===== src/rtl/commit_trace_sequencer.sv =====
// Dual-issue commit PC buffer replayed one-per-cycle with sequence tags and halt/drain.
// Optional statistics counters: define COMMIT_TRACE_SEQUENCER_STATS_EN.
module commit_trace_sequencer #(
  parameter int DATA_WIDTH = 32,
  parameter int DEPTH      = 8,
  parameter int CNT_WIDTH  = 64
) (
  input  logic                  clk,
  input  logic                  rst,
  input  logic                  in_valid1,
  input  logic [DATA_WIDTH-1:0] in_pc1,
  input  logic                  in_valid2,
  input  logic [DATA_WIDTH-1:0] in_pc2,
  output logic                  in_ready,
  input  logic                  halt,
  output logic                  out_valid,
  output logic [DATA_WIDTH-1:0] out_pc,
  output logic [31:0]           out_seq,
  input  logic                  out_ready,
  output logic                  done,
  output logic                  ovf
`ifdef COMMIT_TRACE_SEQUENCER_STATS_EN
  ,
  output logic [CNT_WIDTH-1:0]  stat_commits,
  output logic [CNT_WIDTH-1:0]  stat_stall_cycles
`endif
);

  localparam int AW = $clog2(DEPTH);
  localparam int CW = AW + 1;

  typedef enum logic [1:0] {RUN, DRAIN, DONE} state_t;

  state_t                state, state_nx;
  logic [DATA_WIDTH-1:0] mem [DEPTH];
  logic [AW-1:0]         rd_ptr, wr_ptr;
  logic [CW-1:0]         count;
  logic [31:0]           seq;
  logic [DATA_WIDTH-1:0] last_pc;
  logic                  xfer;
  logic [CW-1:0]         n_enq, n_deq;

  always_comb begin
    in_ready  = (state == RUN) && (count <= CW'(DEPTH - 2));
    out_valid = (count != '0) && (state != DONE);
    done      = (state == DONE);
    xfer      = out_valid && out_ready;
    n_deq     = xfer ? CW'(1) : '0;
    n_enq     = '0;
    if (in_ready) n_enq = CW'(in_valid1) + CW'(in_valid2);
    // Empty FIFO keeps showing the last delivered PC, not stale storage.
    out_pc    = (count != '0) ? mem[rd_ptr] : last_pc;
    out_seq   = seq;
  end

  always_comb begin
    state_nx = state;
    case (state)
      RUN:     if (halt) state_nx = DRAIN;
      DRAIN:   if (count == '0) state_nx = DONE;
      DONE:    state_nx = DONE;
      default: state_nx = RUN;
    endcase
  end

  always_ff @(posedge clk) begin
    if (!rst) begin
      state   <= RUN;
      count   <= '0;
      rd_ptr  <= '0;
      wr_ptr  <= '0;
      seq     <= '0;
      last_pc <= '0;
      ovf     <= 1'b0;
    end else begin
      state  <= state_nx;
      count  <= count + n_enq - n_deq;
      wr_ptr <= wr_ptr + AW'(n_enq);
      if (xfer) begin
        rd_ptr  <= rd_ptr + AW'(1);
        seq     <= seq + 32'd1;
        last_pc <= mem[rd_ptr];
      end
      if ((state == RUN) && !in_ready && (in_valid1 || in_valid2)) ovf <= 1'b1;
    end
  end

  // Valid slots are packed at wr_ptr, older slot first.
  always_ff @(posedge clk) begin
    if (in_ready) begin
      if (in_valid1) begin
        mem[wr_ptr] <= in_pc1;
        if (in_valid2) mem[wr_ptr + AW'(1)] <= in_pc2;
      end else if (in_valid2) begin
        mem[wr_ptr] <= in_pc2;
      end
    end
  end

`ifdef COMMIT_TRACE_SEQUENCER_STATS_EN
  always_ff @(posedge clk) begin
    if (!rst) begin
      stat_commits      <= '0;
      stat_stall_cycles <= '0;
    end else begin
      if (xfer && (stat_commits != '1)) stat_commits <= stat_commits + CNT_WIDTH'(1);
      if (out_valid && !out_ready && (stat_stall_cycles != '1))
        stat_stall_cycles <= stat_stall_cycles + CNT_WIDTH'(1);
    end
  end
`endif

endmodule


===== config.mk =====
export PLATFORM = sky130hd
export DESIGN_NAME = commit_trace_sequencer
export DESIGN_NICKNAME = d
export VERILOG_FILES = /design/src/rtl/commit_trace_sequencer.sv
export SDC_FILE = /design/constraint.sdc
export NUM_CORES = 1
export LEC_CHECK = 0
export CAP_MARGIN = 20
export CORE_MARGIN = 4
export CORE_UTILIZATION = 53
export CTS_CLUSTER_DIAMETER = 120
export DETAILED_ROUTE_END_ITERATION = 8
export PLACE_DENSITY = 0.86
export SETUP_SLACK_MARGIN = 0.15
export SLEW_MARGIN = 20
export SYNTH_ARGS = -nofsm -noshare
export SYNTH_HDL_FRONTEND = slang
export SYNTH_SLANG_ARGS = --single-unit

===== constraint.sdc =====
create_clock -name clk -period 5 [get_ports clk]
set_clock_uncertainty 0.15 [all_clocks]
set_input_delay 1 -clock clk [delete_from_list [all_inputs] [get_ports clk]]
set_output_delay 1 -clock clk [all_outputs]
set_load 0.01 [all_outputs]

After elaboration in Yosys (flattened, before gate mapping)
Memory sizes are Yosys's and may differ from the RTL's. A register that Yosys moved wholly into a read port is not among the register bits.
Index checks and enable logic that the tools add are counted.

cells by class
  mux-type cells = 19
  equal/unequal tests = 5
  bitwise gates (word level) = 1
  order comparisons = 1
  reductions and logical operators = 11
  add/subtract/negate cells = 7

operators with widths
  operator                                              count
  two-way mux 32 bit                                    2
  adder 32 x 1 -> 32 bit (second input constant)        1
  two-way mux 1 bit                                     11
  adder 3 x 1 -> 3 bit (second input constant)          2
  two-way mux 2 bit                                     3
  two-way mux 3 bit                                     2
  inequality test 2 bit (second input constant)         3
  one-hot mux 2 bit (3 select lines)                    1
  logical AND 1 bit                                     5
  adder 4 bit                                           1
  <= comparator 4 x 3 -> 1 bit (second input constant)  1
  zero test 4 bit                                       1
  nonzero test 4 bit                                    1
  subtractor 4 x 1 -> 4 bit                             1
  adder 3 bit                                           1
  adder 1 x 1 -> 2 bit                                  1
  == test 2 x 1 -> 1 bit (second input constant)        1
  == test 2 bit (second input constant)                 1
  zero test 2 bit                                       1
  AND reduction 2 bit                                   1
  zero test 1 bit                                       1
  logical OR 1 bit                                      1
  bitwise OR 1 bit                                      1

storage, ports and cells
  input bits = 70
  memories = 1
  bits in writable memories = 256
  output and inout port bits = 68
  flip-flop bits (word level) = 77

memory list
  memory  words  width  rd ports  clocked after memory_dff  write ports  line  source
  mem     8      32     1         1                         2            35    logic [DATA_WIDTH-1:0] mem [DEPTH];

Logic depth before layout (Yosys ltp)
  word-level depth = 5
  gate-level depth with buffers = 14
  gate-level depth less buffers = 13

Least setup slack after synthesis
OpenSTA, ideal clock, no wires.

  path type = input to register
  from = in in_valid1
  to = mem mem[0][0], enable pin
  path slack = 0.022 ns
  buffers on the path = 1
  stages on the path = 6
  data arrival time = 4.356 ns
  setup time = 0.472 ns
  path through = inv_1 > ha_1 > clkbuf_1 > nor2_1 > or3_1 > o32ai_1

RTL lines
  what                line  source
  start: declaration  10    input logic in_valid1,
  end: declaration    35

==> summary.md <==
| Metric | Value |
|---|---|
| Clock buffer depth | 3 |
| Number of global-route vias before repair | 10,802 |
| Die width | 185 um |
| Top post-synthesis cells by area | edfxtp_1, mux2_2, dfxtp_1 |
| Leakage dissipation | roughly 0.0063 uW |
| Worst Path Required | 3.85 ns |
| Mapped Cells | 1,144 |
| Crit. End Element | output port |
| Antenna viol nets, final | 0 |
| Num rows | 64 |
| DR vias | 10,553 |
| GP Congestion | 0.791 |
| CP Cell Sequence | buf_4, mux4_2, mux2i_1, a21oi_1, clkdlybuf4s50_1 |
| Total grt overflow | 0 |
| Worst Path Max Fanout | 16 |
| Crit path largest cell delay | between 0.5 and 0.6 ns |
| Seq pwr share | 36.4% |
| IO Pins | 138 |
| Switching power | around 3400 uW |
| Sw Share | 32.3% |
| Clock sink count | approximately 340 |
| Final worst-path cycle share | between 80% and 90% |
| Nets | 1,358 |
| Ys Warns | 0 |
| FF+latch count, synth | 336 |
| Tmin final | 4.21 ns |
| Core area | ~31,000 um^2 |
| Avg WL per Cell | roughly 23 um |
| Largest net degree at the start of global routing | 78 |
| Worst setup SP type | flip-flop |
| Layout cells sized above 1 | 31.0% |
| Total internal power | 7210 uW |
| Sequential standard cell area | slightly above 9000 um^2 |
| Maximum VDD drop | between 0.3 and 0.4 mV |
| Router iterations before antenna repair | 5 |
| CTS tree | built |
| Via-to-Cell Ratio | between 6 and 7 |
| H-tree depth | 2 |
| Max cap viols | 0 |
| Kind of critical path | reg -> out |
| Skew-Pair Late Insertion Delay | 0.52 ns |
| Endpoints failing hold | 0 |
| Initial antenna violation count | 1 |
| Synth top area share | 46.4% |
| # DRC | 0 |
| Synth cell types | 50 |
| CP delay by family, top | buffers and inverters |
| GR Util All Layers | a little under a quarter |
| Final setup viols | 0 |
| Buffer count from post-CTS setup fixing | 0 |
| Clock power frac | ~25% |
| Seq/Total Area, Yosys | between 50% and 60% |
| Drt first-iter violations | 830 |
| Final Worst Setup Slack | 0.786 ns |
| HPWL Detailed | between 20,000 and 25,000 um |
| Area post-placement | 18,500 um^2 |
| Root Driver | clkbuf_16 |
| Ys async rst share | 0% |
| Final Max Slew Viols | 0 |
| Area leader, netlist | edfxtp_1 |
| Worst-Margin Slew | 0.960 ns |
| Cts bufs inserted | 36 |
| Area occupied by multi-input gates | 6990 um^2 |
| Initial Util | 54.0% |
| Syn_nets | around 1,200 |
| Number of synthesized flops with an enable pin | 256 |
| Syn Std Cell Area | between 15,000 and 20,000 um^2 |
| Status | completed |
| CP arrival | 3.06 ns |
| WL final | 39,700 um |
| Rel. slew slack | 36.0% |
| Die Ht | 185 um |
| Port bufs | 137 |
| Die area | 34,100 um^2 |
| Worst hold path type | reg -> reg |
| Slowest-stage cell, CP | mux4_2 |
| PwrDens | 541 nW/um^2 |
| Syn Area/Cell | 14.5 um^2 |
| First-pass GRT wire length | 61,600 um |
| CTS clock-pin slew for the worst setup and hold paths | ~0.06 ns |
| Post-route cell area | 19,700 um^2 |
| Sum Neg Setup Slack | 0 ns |
| Max Freq | 237 MHz |
| Area delta synth->final | 19.0% |
| Place WS | 1.11 ns |
| # resized after CTS | 0 |
| RSZ-0062 raised after global routing | false |
| Bufs and invs on worst path | 2 |
| Hold-fix buffers, CTS | 0 |
| Main synth FF type | edfxtp_1 |
| Fill cells | 2,155 |
| Combinational fraction of design power | 39.0% |
## flip-flops by register name, summed over array words and instances, names as in the netlist, named ones only
name and cells:
count 4, wr_ptr 3, ovf 1, mem 256, last_pc 32, state 2, out_seq 32, rd_ptr 3
## synth_stat cells (21+ instances only)
cell type	number
nor2_1	56
inv_1	21
nand2_1	23
a21oi_1	85
mux2_2	239
o21ai_0	31
mux2i_1	40
mux4_2	64
buf_2	30
edfxtp_1	256
clkbuf_1	37
dfxtp_1	80
## path summary, 6_finish.rpt
path         depth (start not counted)                 from                  endpoint  slack [ns]
min reg2reg                          2     ovf$_SDFFE_PN0P_          ovf$_SDFFE_PN0P_        0.30
max                                  5            flip-flop                out_pc[24]        0.79
min                                  2     ovf$_SDFFE_PN0P_          ovf$_SDFFE_PN0P_        0.30
max reg2reg                          6  count[2]$_SDFF_PN0_  out_seq[30]$_SDFFE_PN0P_        1.73
## logic make-up after synthesis
logic type                 synth area share, %
adders and majority gates                 1.60
and+or+nand+nor                           5.01
AOI/OAI and AO/OA                         5.26
muxes                                     28.5
xor gates and xnor gates                 0.884
DFF                                       56.1
buffers and inverters                     2.61
## final cells by class
class / instances / share of cell area [%]
Sequential cell: 336 / 47.2
Multi-Input combinational cell: 710 / 35.5
Timing Repair Buffer: 162 / 8.48
Clock buffer: 51 / 5.28
Tap cell: 396 / 2.51
Clock inverter: 14 / 0.641
Inverter: 22 / 0.419
Antenna cell: 1 / 0.0127
## routing by layer
metal / global-route usage, % / wire length (um)
met1: 30.4 / 15600
met2: 40.2 / 20400
met3: 3.49 / 2810
met4: 6.34 / 875
met5: 0 / 0
## worst min-delay path, stage by stage, from the launching register on
cell and delay, ns:
dfxtp_1 0.31, inv_1 0.05, a21oi_1 0.05
## layout by cell type, fill, tap and decap left out, drive strengths merged, types with 5 or more instances in the layout
master         netlist  final
nand2b               8      8
nand3               13     13
mux4                64     64
nor2                57     57
or4                 17     17
xnor2                5      5
edfxtp             256    256
a21oi               85     85
mux2               256    256
dfxtp               80     80
o21ai               35     35
clkbuf              37     51
inv                 22     22
mux2i               40     40
o31ai               16     16
o22ai                6      6
or3                  6      6
xor2                10     10
clkdlybuf4s50        0    137
buf                 39     25
nand4               11     11
nand2               23     23
clkinv               0     11
ha                  18     18
## per-stage QoR
| step | total power [uW] | hold WS [ns] | std cells | utilization, % |
|---|---|---|---|---|
| 2_1_floorplan | 6500 | 0.320 | 1144 | - |
| 3_3_place_gp | 7950 | 0.298 | 1626 | 60.4 |
| 3_5_place_dp | 8090 | 0.300 | 1626 | 60.4 |
| 4_1_cts | 10700 | 0.308 | 1691 | 64.2 |
| 5_1_grt | 11200 | 0.329 | 1692 | 64.2 |
| 6_report | 10700 | 0.300 | 1692 | 64.2 |
## power groups by stage
stage | Sequential, uW | Clock (uW) | Combinational (uW)
global route | 3930 | 2770 | 4460
floorplan | 3830 | 0 | 2670
finish | 3880 | 2630 | 4150
CTS | 3880 | 2650 | 4180
detailed placement | 3930 | 0 | 4150
global placement | 3910 | 0 | 4040
(Power assumes the default switching activity.)
